===== src/rtl/clk_gate_pkg.sv =====
// Shared types and default parameters for the idle-detect clock-gating controller.
package clk_gate_pkg;

    typedef enum logic [1:0] {
        CG_ACTIVE = 2'd0,
        CG_GATED  = 2'd1,
        CG_WAKING = 2'd2
    } cg_state_e;

    localparam int CG_HYST_W_DEF   = 4;
    localparam int CG_WAKE_LAT_DEF = 2;
    localparam int CG_EVT_W_DEF    = 16;

endpackage


===== src/rtl/clk_gate_ctrl.sv =====
// Idle-detect clock-gating controller driving the EN pin of one gate cell.
// Runs on the free-running clock; all outputs are flops.
module clk_gate_ctrl
    import clk_gate_pkg::*;
#(
    parameter int HYST_W   = CG_HYST_W_DEF,
    parameter int WAKE_LAT = CG_WAKE_LAT_DEF,
    parameter int EVT_W    = CG_EVT_W_DEF
) (
    input  logic              clk,
    input  logic              rst,
    input  logic              busy_i,
    input  logic              wake_req,
    input  logic              force_on,
    input  logic [HYST_W-1:0] hyst_cfg,
    output logic              clk_en,
    output logic              domain_rdy,
    output logic              gated_o,
    output logic              wake_ack,
    output logic [EVT_W-1:0]  gate_events
);

    localparam int WCW = (WAKE_LAT > 0) ? $clog2(WAKE_LAT + 1) : 1;

    cg_state_e         state_r;
    logic [HYST_W-1:0] idle_cnt_r;
    logic [WCW-1:0]    wake_cnt_r;
    logic              wake_pend_r;
    logic              wake_req_q_r;

    logic cause_s;
    logic idle_s;
    logic last_idle_s;
    logic rise_s;
    logic pend_s;
    logic evt_max_s;

    // Decode idle/wake causes and the wake_req rising edge.
    always_comb begin
        cause_s     = busy_i | wake_req | force_on;
        idle_s      = !cause_s && (hyst_cfg != {HYST_W{1'b0}});
        last_idle_s = idle_s && (idle_cnt_r >= (hyst_cfg - HYST_W'(1)));
        rise_s      = wake_req & ~wake_req_q_r;
        pend_s      = wake_pend_r | rise_s;
        evt_max_s   = &gate_events;
    end

    // State machine with counters and registered outputs.
    always_ff @(posedge clk or posedge rst) begin
        if (rst) begin
            state_r      <= CG_ACTIVE;
            idle_cnt_r   <= {HYST_W{1'b0}};
            wake_cnt_r   <= {WCW{1'b0}};
            wake_pend_r  <= 1'b0;
            wake_req_q_r <= 1'b0;
            clk_en       <= 1'b1;
            domain_rdy   <= 1'b1;
            gated_o      <= 1'b0;
            wake_ack     <= 1'b0;
            gate_events  <= {EVT_W{1'b0}};
        end else begin
            wake_req_q_r <= wake_req;
            wake_ack     <= 1'b0;
            case (state_r)
                CG_ACTIVE: begin
                    wake_ack <= rise_s;
                    if (last_idle_s) begin
                        state_r    <= CG_GATED;
                        idle_cnt_r <= {HYST_W{1'b0}};
                        clk_en     <= 1'b0;
                        domain_rdy <= 1'b0;
                        gated_o    <= 1'b1;
                        if (!evt_max_s) begin
                            gate_events <= gate_events + EVT_W'(1);
                        end else begin
                            gate_events <= gate_events;
                        end
                    end else if (idle_s) begin
                        idle_cnt_r <= idle_cnt_r + HYST_W'(1);
                    end else begin
                        idle_cnt_r <= {HYST_W{1'b0}};
                    end
                end
                CG_GATED: begin
                    if (cause_s) begin
                        clk_en  <= 1'b1;
                        gated_o <= 1'b0;
                        if (WAKE_LAT == 0) begin
                            // No settle time: the ack goes out with the first ready cycle.
                            state_r     <= CG_ACTIVE;
                            domain_rdy  <= 1'b1;
                            wake_ack    <= pend_s;
                            wake_pend_r <= 1'b0;
                        end else begin
                            state_r     <= CG_WAKING;
                            wake_cnt_r  <= WCW'(WAKE_LAT);
                            wake_pend_r <= pend_s;
                        end
                    end else begin
                        wake_pend_r <= pend_s;
                    end
                end
                CG_WAKING: begin
                    if (wake_cnt_r == WCW'(1)) begin
                        state_r     <= CG_ACTIVE;
                        wake_cnt_r  <= {WCW{1'b0}};
                        domain_rdy  <= 1'b1;
                        wake_ack    <= pend_s;
                        wake_pend_r <= 1'b0;
                    end else begin
                        wake_cnt_r  <= wake_cnt_r - WCW'(1);
                        wake_pend_r <= pend_s;
                    end
                end
                default: begin
                    state_r     <= CG_ACTIVE;
                    idle_cnt_r  <= {HYST_W{1'b0}};
                    wake_cnt_r  <= {WCW{1'b0}};
                    wake_pend_r <= 1'b0;
                    clk_en      <= 1'b1;
                    domain_rdy  <= 1'b1;
                    gated_o     <= 1'b0;
                end
            endcase
        end
    end

endmodule


===== config.mk =====
export PLATFORM = sky130hd
export DESIGN_NAME = clk_gate_ctrl
export DESIGN_NICKNAME = d
export VERILOG_FILES = /design/src/rtl/clk_gate_pkg.sv /design/src/rtl/clk_gate_ctrl.sv
export SDC_FILE = /design/constraint.sdc
export NUM_CORES = 1
export LEC_CHECK = 0
export BUFFER_PORTS_ARGS = -buffer_cell sky130_fd_sc_hd__clkbuf_2
export CAP_MARGIN = 20
export CORE_UTILIZATION = 39
export CTS_CLUSTER_DIAMETER = 120
export DETAILED_ROUTE_END_ITERATION = 16
export SLEW_MARGIN = 40
export SYNTH_ARGS = -nofsm -noshare
export SYNTH_HDL_FRONTEND = slang
export SYNTH_SLANG_ARGS = --single-unit

===== constraint.sdc =====
create_clock -name clk -period 1.98 [get_ports clk]
set_clock_uncertainty 0.2 [all_clocks]
set_input_delay 0.198 -clock clk [delete_from_list [all_inputs] [get_ports clk]]
set_output_delay 0.198 -clock clk [all_outputs]
set_load 0.005 [all_outputs]

==> metrics.txt, run 1 <==
run status=completed; Crit path largest cell delay=0.41 ns; fin nets=241; Switching Share=32.5%; initial antenna violation count=0; remaining global-route overflow=0; row cnt=24; Initial Util=40.6%; top-area cell type share of the netlist area=39.9%; Port Buffers=28; routed len/inst=13.2 µm; YS warnings=0; ANT nets after route=0; Antenna Cells=0; area delta synth->final=28.8%; PD cells=824 nW/µm²; Crit Path Class=primary input to register; hold slack=0.0937 ns; Clock Pin Slew Worst Setup and Hold Paths=0.06 ns; Sink Count=30; vias in the first global route=1387; cell area after placement=2050 µm²; worst reg2reg path depth=6; Int Pwr=1.26 mW; root buf cell=clkbuf_8; clock latency on the worst-skew pair=0.28 ns; Slew @ Worst Pin=0.466 ns; sequential power share=38.5%; EDFF count, synth=0; hold path startpoint=wake_req; Mapped Nets=188; detailed-route via count=1430; final instance area=2260 µm²; async set-reset flop share out of synthesis=100%; Critical-path top delay cell=o211ai_1; DR DRC count=0; Yosys top cell by area=dfrtp_1; largest cells by area after synthesis=dfrtp_1, ha_1, xnor2_1; Relative slew margins=68.8%; RSZ-0062 raised after global routing=yes; critical path, cell by cell=clkbuf_2, inv_1, ha_1, xnor2_2, ha_4, o21ai_2, nor2b_2, o211ai_1, o21bai_1, a21o_1; Worst Setup Slack, final=0.0420 ns; Final Slew Violations=0; clock buffer count from CTS=5; area of the multi-input gates=991 µm²; vias per cell=5.22; Fillers=393; Initial DRC Count=78; Critical Path Source=hyst_cfg[0]; die area=4770 µm²; share of cells above drive strength 1=39.2%; Die W=69.1 µm; Final period util=97.9%; WP buf/inv=2; #FFs+latches synth=30; CTS tree=built; die height=69.1 µm; hold depth=3; worst-path maximum fanout=5; global-route wire length before repair=6240 µm; required time of the critical path=1.96 ns; number of iterations in the first detailed-routing pass=4; Mapped Area=1750 µm²; setup violators final=0; top-level I/O count=29; post-route minimum period=1.94 ns; reg2reg setup slack=0.06 ns; ys flop type=dfrtp_1; Post-Route Setup TNS=0 ns; final hold violations=0; Setup crit start kind=primary input; largest net degree at the start of global routing=31; FMAX=516 MHz; clock network power share=27.5%; maximum clock insertion buffer count=2; cell count after synthesis=168; dpl hpwl=2680 µm; cell leakage power=1.12 nW; Reg area=753 µm²; worst hold path type=primary input to register; gp weighted congestion=0.807; Worst Hold Path EP=wake_ack; endpoint class of the critical path=register; max_cap viols=0; H-tree Lvls=2; Max IR drop VDD=0.313 mV; worst r2r dst=idle_cnt_r[2]; Switch Pwr=606 µW; Syn Area/Cell=10.4 µm²; worst r2r src=idle_cnt_r[2]; Core ar.=4320 µm²; Worst Path Arrival=1.91 ns; distinct cell type count after synthesis=46; Total Routing Usage GR=16.2%; Detailed Route WL=3620 µm; Comb power frac=34.0%; CP delay by family, top=compound AO/OA/AOI/OAI gates; Place WS=-0.199 ns; part of the Yosys area used for sequential elements=42.9%
==> cell usage in the layout, fill, tap and decap left out, types with 3 or more instances in the layout <==
cell,instances
clkbuf_8,6
and3_2,3
a21oi_1,6
xnor2_1,12
buf_4,21
xor2_1,4
dfrtp_1,28
nand3_1,14
inv_1,9
nand4_1,7
and3_1,3
ha_4,3
nand2_1,5
nor3_1,6
nor2_1,5
o21ai_0,5
ha_1,8
a21o_1,4
clkbuf_2,28
==> through the flow <==
stage	utilization (%)	cells	total power, mW
after floorplan	-	168	1.13
after global placement	47.3	259	1.31
after detailed placement	47.3	259	1.33
after CTS	49.9	269	1.85
after global routing	52.3	274	2.00
final	52.3	274	1.86
==> per-layer routing <==
metal  vias to the layer above  wire length [µm]  GRT usage (%)
li1                        707                 -              -
met1                       684              1690           20.8
met2                        32              1730           25.5
met3                         7               136           4.68
met4                         0                66           6.80
met5                         -                 0              0
==> flip-flops by register name (all words and copies together), names as in the netlist <==
register and flops:
gate_events 16, idle_cnt_r 4, state_r 2, wake_cnt_r 2, clk_en 1, domain_rdy 1, gated_o 1, wake_ack 1
wake_pend_r 1, wake_req_q_r 1
==> Yosys cell counts (2+ instances only) <==
library cell and n:
buf_6 2, nor2_1 5, xnor2_1 13, dfrtp_1 28
and3_1 3, inv_1 11, nand3_1 14, o21ai_0 6
clkbuf_1 2, nor3_1 6, or2_2 2, and3_2 4
ha_1 11, a21o_1 4, a21oi_1 6, dfstp_2 2
nor4_2 2, nor2b_1 3, nand2b_1 2, nand2_1 5
and4_1 2, nand4_1 7, xor2_1 4, o211ai_1 2
==> layout make-up <==
cell class | instances | share of cell area [%]
Timing Repair Buffer | 51 | 14.1
Sequential cell | 30 | 33.3
Tap cell | 52 | 2.88
Inverter | 11 | 1.83
Multi-Input combinational cell | 122 | 43.9
Clock inverter | 1 | 0.221
Clock buffer | 7 | 3.82
==> repair_timing <==
item                                    4_1_cts  5_1_grt
endpoints found under the hold margin        29        0
resized for setup                             0       12
hold buffers                                  2        0
setup buffers                                 0        5
endpoints found under the setup margin        0       10
==> worst max path at each step <==
stage | endpoint | slack, ns | cells after the start
after floorplan | gate_events[1] | 0.008 | 9
after global placement | gate_events[13] | -0.12 | 10
after detailed placement | idle_cnt_r[2] | -0.20 | 9
after CTS | idle_cnt_r[2] | 0.0003 | 6
after global routing | idle_cnt_r[2] | -0.07 | 10
final | idle_cnt_r[2] | 0.04 | 10
==> tightest hold or removal path: cells and delay by family <==
kind	cells	cell delay (ns)
AND/OR/NAND/NOR	1	0.16
buffers and inverters	1	0.10
AO/OA/AOI/OAI	1	0.07
==> power groups by stage <==
stage | combinational [mW] | sequential (mW) | clock, mW
floorplan | 0.399 | 0.735 | 0
global placement | 0.581 | 0.725 | 0
detailed placement | 0.599 | 0.727 | 0
CTS | 0.605 | 0.716 | 0.528
global route | 0.720 | 0.724 | 0.558
finish | 0.634 | 0.717 | 0.512
==> kinds of logic (layout without fill, tap and decap cells) <==
kind of cell               after synthesis  in the layout  synth area share, %
and+or+nand+nor                         67             67                 25.0
DFF                                     30             30                 42.9
AOI/OAI and AO/OA                       26             26                 10.4
xor gates and xnor gates                17             17                 8.49
buffers and inverters                   16             70                 4.49
adders and majority gates               11             11                 7.85
muxes                                    1              1                0.856
No activity file was read; power rests on OpenSTA's default activity.
==> inputs of run 2 (changes only) <==
BUFFER_PORTS_ARGS = -buffer_cell sky130_fd_sc_hd__buf_4   (was -buffer_cell sky130_fd_sc_hd__clkbuf_2)
==> metrics.txt, run 2 (synthesis results as in run 1) <==
run status=completed; H-tree Lvls=2; Max IR drop VDD=0.403 mV; Setup crit start kind=register; Die W=69.1 µm; vias per cell=5.33; Power Total=1.98 mW; Final Slew Violations=0; Top Registers=gate_events (16), idle_cnt_r (4); clock network power share=29.0%; Total Routing Usage GR=16.3%; largest net degree at the start of global routing=31; Switch Pwr=628 µW; placed cell count=258; vias in the first global route=1447; area delta synth->final=38.0%; Switching Share=31.6%; Relative slew margins=74.9%; Comb power frac=34.8%; commonest non-fill, non-tap cells in the layout=buf_4, dfrtp_1, nand3_1, xnor2_1, inv_1; Post-Route Setup TNS=0 ns; remaining global-route overflow=0; fin nets=240; Worst Path Arrival=1.89 ns; most common cell after layout, fill and taps aside=buf_4; clock buffer count from CTS=5; final hold violations=0; Core Util, Final=56.0%; Sink Count=30; dpl hpwl=2750 µm; row cnt=24; final instance area=2420 µm²; share of cells above drive strength 1=41.2%; top-level I/O count=29; RSZ-0062 raised after global routing=yes; die height=69.1 µm; number of iterations in the first detailed-routing pass=4; max_cap viols=0; Initial DRC Count=71; Core ar.=4320 µm²; Final period util=97.4%; initial antenna violation count=0; Initial Util=40.6%; Place WS=-0.237 ns; Most flops, register=gate_events; Slew @ Worst Pin=0.376 ns; gp weighted congestion=0.819; Detailed Route WL=3730 µm; Worst Setup Slack, final=0.0508 ns; CTS tree=built; hold slack=0.135 ns; maximum clock insertion buffer count=2; ANT nets after route=0; DR DRC count=0; required time of the critical path=1.94 ns; worst-path maximum fanout=8; clock latency on the worst-skew pair=0.27 ns; cell area after placement=2110 µm²; Antenna Cells=0; root buf cell=clkbuf_8; die area=4770 µm²; setup violators final=0; Port Buffers=28; Int Pwr=1.36 mW; reg2reg setup slack=0.05 ns; PD cells=819 nW/µm²; global-route wire length before repair=6390 µm; worst hold path type=primary input to register; cell leakage power=1.15 nW; routed len/inst=13.7 µm; detailed-route via count=1454; sequential power share=36.2%; Clock Pin Slew Worst Setup and Hold Paths=0.07 ns; FMAX=518 MHz; non-filler cells in the finished layout=273; endpoint class of the critical path=register; Largest register FFs=16; Crit Path Class=register to register; post-route minimum period=1.93 ns
run 2: metal layers:
metal | GRT usage (%) | up-vias | wire length (µm)
met5 | 0 | - | 0
met3 | 3.51 | 5 | 116
met1 | 20.6 | 718 | 1680
met2 | 27.7 | 26 | 1900
met4 | 4.76 | 0 | 34
li1 | - | 705 | -
run 2: power by group through the flow:
stage | clock, mW | combinational [mW] | sequential (mW)
CTS | 0.593 | 0.624 | 0.717
global placement | 0 | 0.590 | 0.725
global route | 0.614 | 0.774 | 0.726
floorplan | 0 | 0.399 | 0.735
detailed placement | 0 | 0.612 | 0.728
finish | 0.575 | 0.691 | 0.718
run 2: timing repair:
action	in CTS	in global routing
buffers inserted	2	3
cloned	0	0
pin swaps	3	10
gates resized for setup	5	23
hold buffers	2	0
endpoints found under the hold margin	29	0
endpoints found under the setup margin	4	11
run 2: cell type report:
type,count,area [µm²]
timing repair buffer,50,395
tap,52,65.1
fill,395,1900
inverter,11,41.3
clock buffer,8,110
multi-input combinational,122,1050
sequential,30,754
run 2: critical path: stages (launching register included):
cell	delay [ns]
dfrtp_1	0.37
inv_2	0.05
ha_4	0.26
nor2b_4	0.04
buf_6	0.11
o21ai_4	0.11
and3_4	0.27
nand3_4	0.10
mux2_4	0.31
run 2: final timing paths:
check | end | start | cells after the start
min in group asynchronous | wake_cnt_r[1] | rst | 4
min reg2reg | clk_en | clk_en | 2
max | gate_events[1] | idle_cnt_r[0] | 8
max reg2reg | gate_events[1] | idle_cnt_r[0] | 8
max in group asynchronous | domain_rdy | rst | 4
min | wake_ack | wake_req | 3
==> inputs of run 3 (changes only) <==
BUFFER_PORTS_ARGS = -buffer_cell sky130_fd_sc_hd__buf_2   (was -buffer_cell sky130_fd_sc_hd__buf_4)
==> metrics.txt, run 3 (synthesis results as in run 1) <==
initial antenna violation count=0; max_cap viols=0; detailed-route via count=1427; clock latency on the worst-skew pair=0.28 ns; cell leakage power=1.13 nW; Max IR drop VDD=0.312 mV; Relative slew margins=73.7%; Post-Route Setup TNS=0 ns; Detailed Route WL=3680 µm; Slew @ Worst Pin=0.394 ns; die height=69.1 µm; RSZ-0062 raised after global routing=yes; Core ar.=4320 µm²; Switching Share=31.9%; root buf cell=clkbuf_8; maximum clock insertion buffer count=2; Setup crit start kind=register; area delta synth->final=29.1%; Int Pwr=1.33 mW; non-filler cells in the finished layout=272; critical path, cell by cell=ha_4, inv_2, o21ai_4, and3_4, nand3_2, mux2_4; worst-path maximum fanout=9; vias in the first global route=1411; placed cell count=258; run status=completed; sequential power share=36.7%; Most flops, register=gate_events; Largest register FFs=16; Switch Pwr=622 µW; Die W=69.1 µm; most common cell after layout, fill and taps aside=buf_2; ANT nets after route=0; DR DRC count=0; final hold violations=0; setup violators final=0; dpl hpwl=2670 µm; gp weighted congestion=0.772; worst hold path type=primary input to register; Fillers=400; Initial Util=40.6%; commonest non-fill, non-tap cells in the layout=buf_2, dfrtp_1, buf_4, nand3_1, xnor2_1; Final Slew Violations=0; row cnt=24; Comb power frac=31.9%; Worst Path Arrival=1.87 ns; Total Routing Usage GR=16.2%; Final period util=96.0%; Top Registers=gate_events (16), idle_cnt_r (4); remaining global-route overflow=0; largest net degree at the start of global routing=31; share of cells above drive strength 1=39.5%; global-route wire length before repair=6270 µm; H-tree Lvls=2; required time of the critical path=1.95 ns; fin nets=239; clock network power share=31.4%; Power Total=1.95 mW; Initial DRC Count=52; FMAX=526 MHz; endpoint class of the critical path=register; Critical-path top delay cell=dfrtp_1; top-level I/O count=29; Core Util, Final=52.4%; routed len/inst=13.5 µm; die area=4770 µm²; CTS tree=built; number of iterations in the first detailed-routing pass=4; Crit path largest cell delay=0.42 ns; Crit Path Class=register to register; Port Buffers=28; post-route minimum period=1.90 ns; vias per cell=5.25; Antenna Cells=0; Clock Pin Slew Worst Setup and Hold Paths=0.07 ns; PD cells=860 nW/µm²; Sink Count=30; clock buffer count from CTS=5
==> run 3: cell count changes in the layout (fill, tap and decap cells not counted), moves of 2 or more <==
cell      delta
buf_2       +28
buf_4       -25
buf_6        -4
clkbuf_8     -3
clkinv_2     +2
nand3_4      -2
nor4_2       +2
nor4_4       -2
==> run 3: worst paths after layout <==
kind	startpoint	end	slack, ns	depth (start not counted)
worst max-delay path	idle_cnt_r[1]	gate_events[1]	0.08	6
worst min-delay path	wake_req	wake_ack	0.10	3
worst max register to register	idle_cnt_r[1]	gate_events[1]	0.08	6
worst min register to register	clk_en	clk_en	0.28	2
max in group asynchronous	rst	domain_rdy	0.93	4
min in group asynchronous	rst	gated_o	0.33	4
==> run 3: worst max-delay path, delay by kind of cell (launching register included) <==
kind                       cells  cell delay, ns
adders and majority gates      1            0.28
muxes                          1            0.31
DFF                            1            0.42
AOI/OAI and AO/OA              1            0.14
and+or+nand+nor                2            0.39
buffers and inverters          1            0.05
==> run 3: per-layer routing <==
metal  wire length, µm  track usage, %  up-vias
li1                  -               -      702
met1              1710            20.0      692
met2              1790            27.2       26
met3               126            4.53        7
met4                57            5.44        0
met5                 0               0        -
==> run 3: what timing repair did <==
action                                 CTS  global route
endpoints found under the hold margin   29             0
hold buffers                             2             0
resized for setup                        1            11
setup endpoints to repair                1            12
pin swaps                                0             6
buffers inserted                         0             4
cloned                                   0             0
==> run 3: power groups by stage <==
stage | combinational [mW] | sequential (mW) | clock [mW]
4_1_cts | 0.598 | 0.716 | 0.626
3_3_place_gp | 0.567 | 0.724 | 0
3_5_place_dp | 0.590 | 0.726 | 0
6_report | 0.621 | 0.716 | 0.612
2_1_floorplan | 0.399 | 0.735 | 0
5_1_grt | 0.696 | 0.724 | 0.655
==> run 3: cell type report <==
class	count	area (µm²)	area share, %
Clock buffer	5	68.8	3.04
Clock inverter	3	40.0	1.77
Inverter	11	41.3	1.82
Multi-Input combinational cell	122	992	43.8
Sequential cell	30	754	33.3
Tap cell	52	65.1	2.87
Timing Repair Buffer	49	303	13.4
==> run 3: stage by stage <==
step / hold slack, ns / instance area [µm²] / worst slack, ns
floorplan: 0.0294 / 1760 / 0.00774
global placement: 0.0929 / 2040 / -0.142
detailed placement: 0.0995 / 2040 / -0.228
CTS: 0.100 / 2170 / 0.00140
global route: 0.108 / 2260 / -0.0136
finish: 0.104 / 2260 / 0.0793
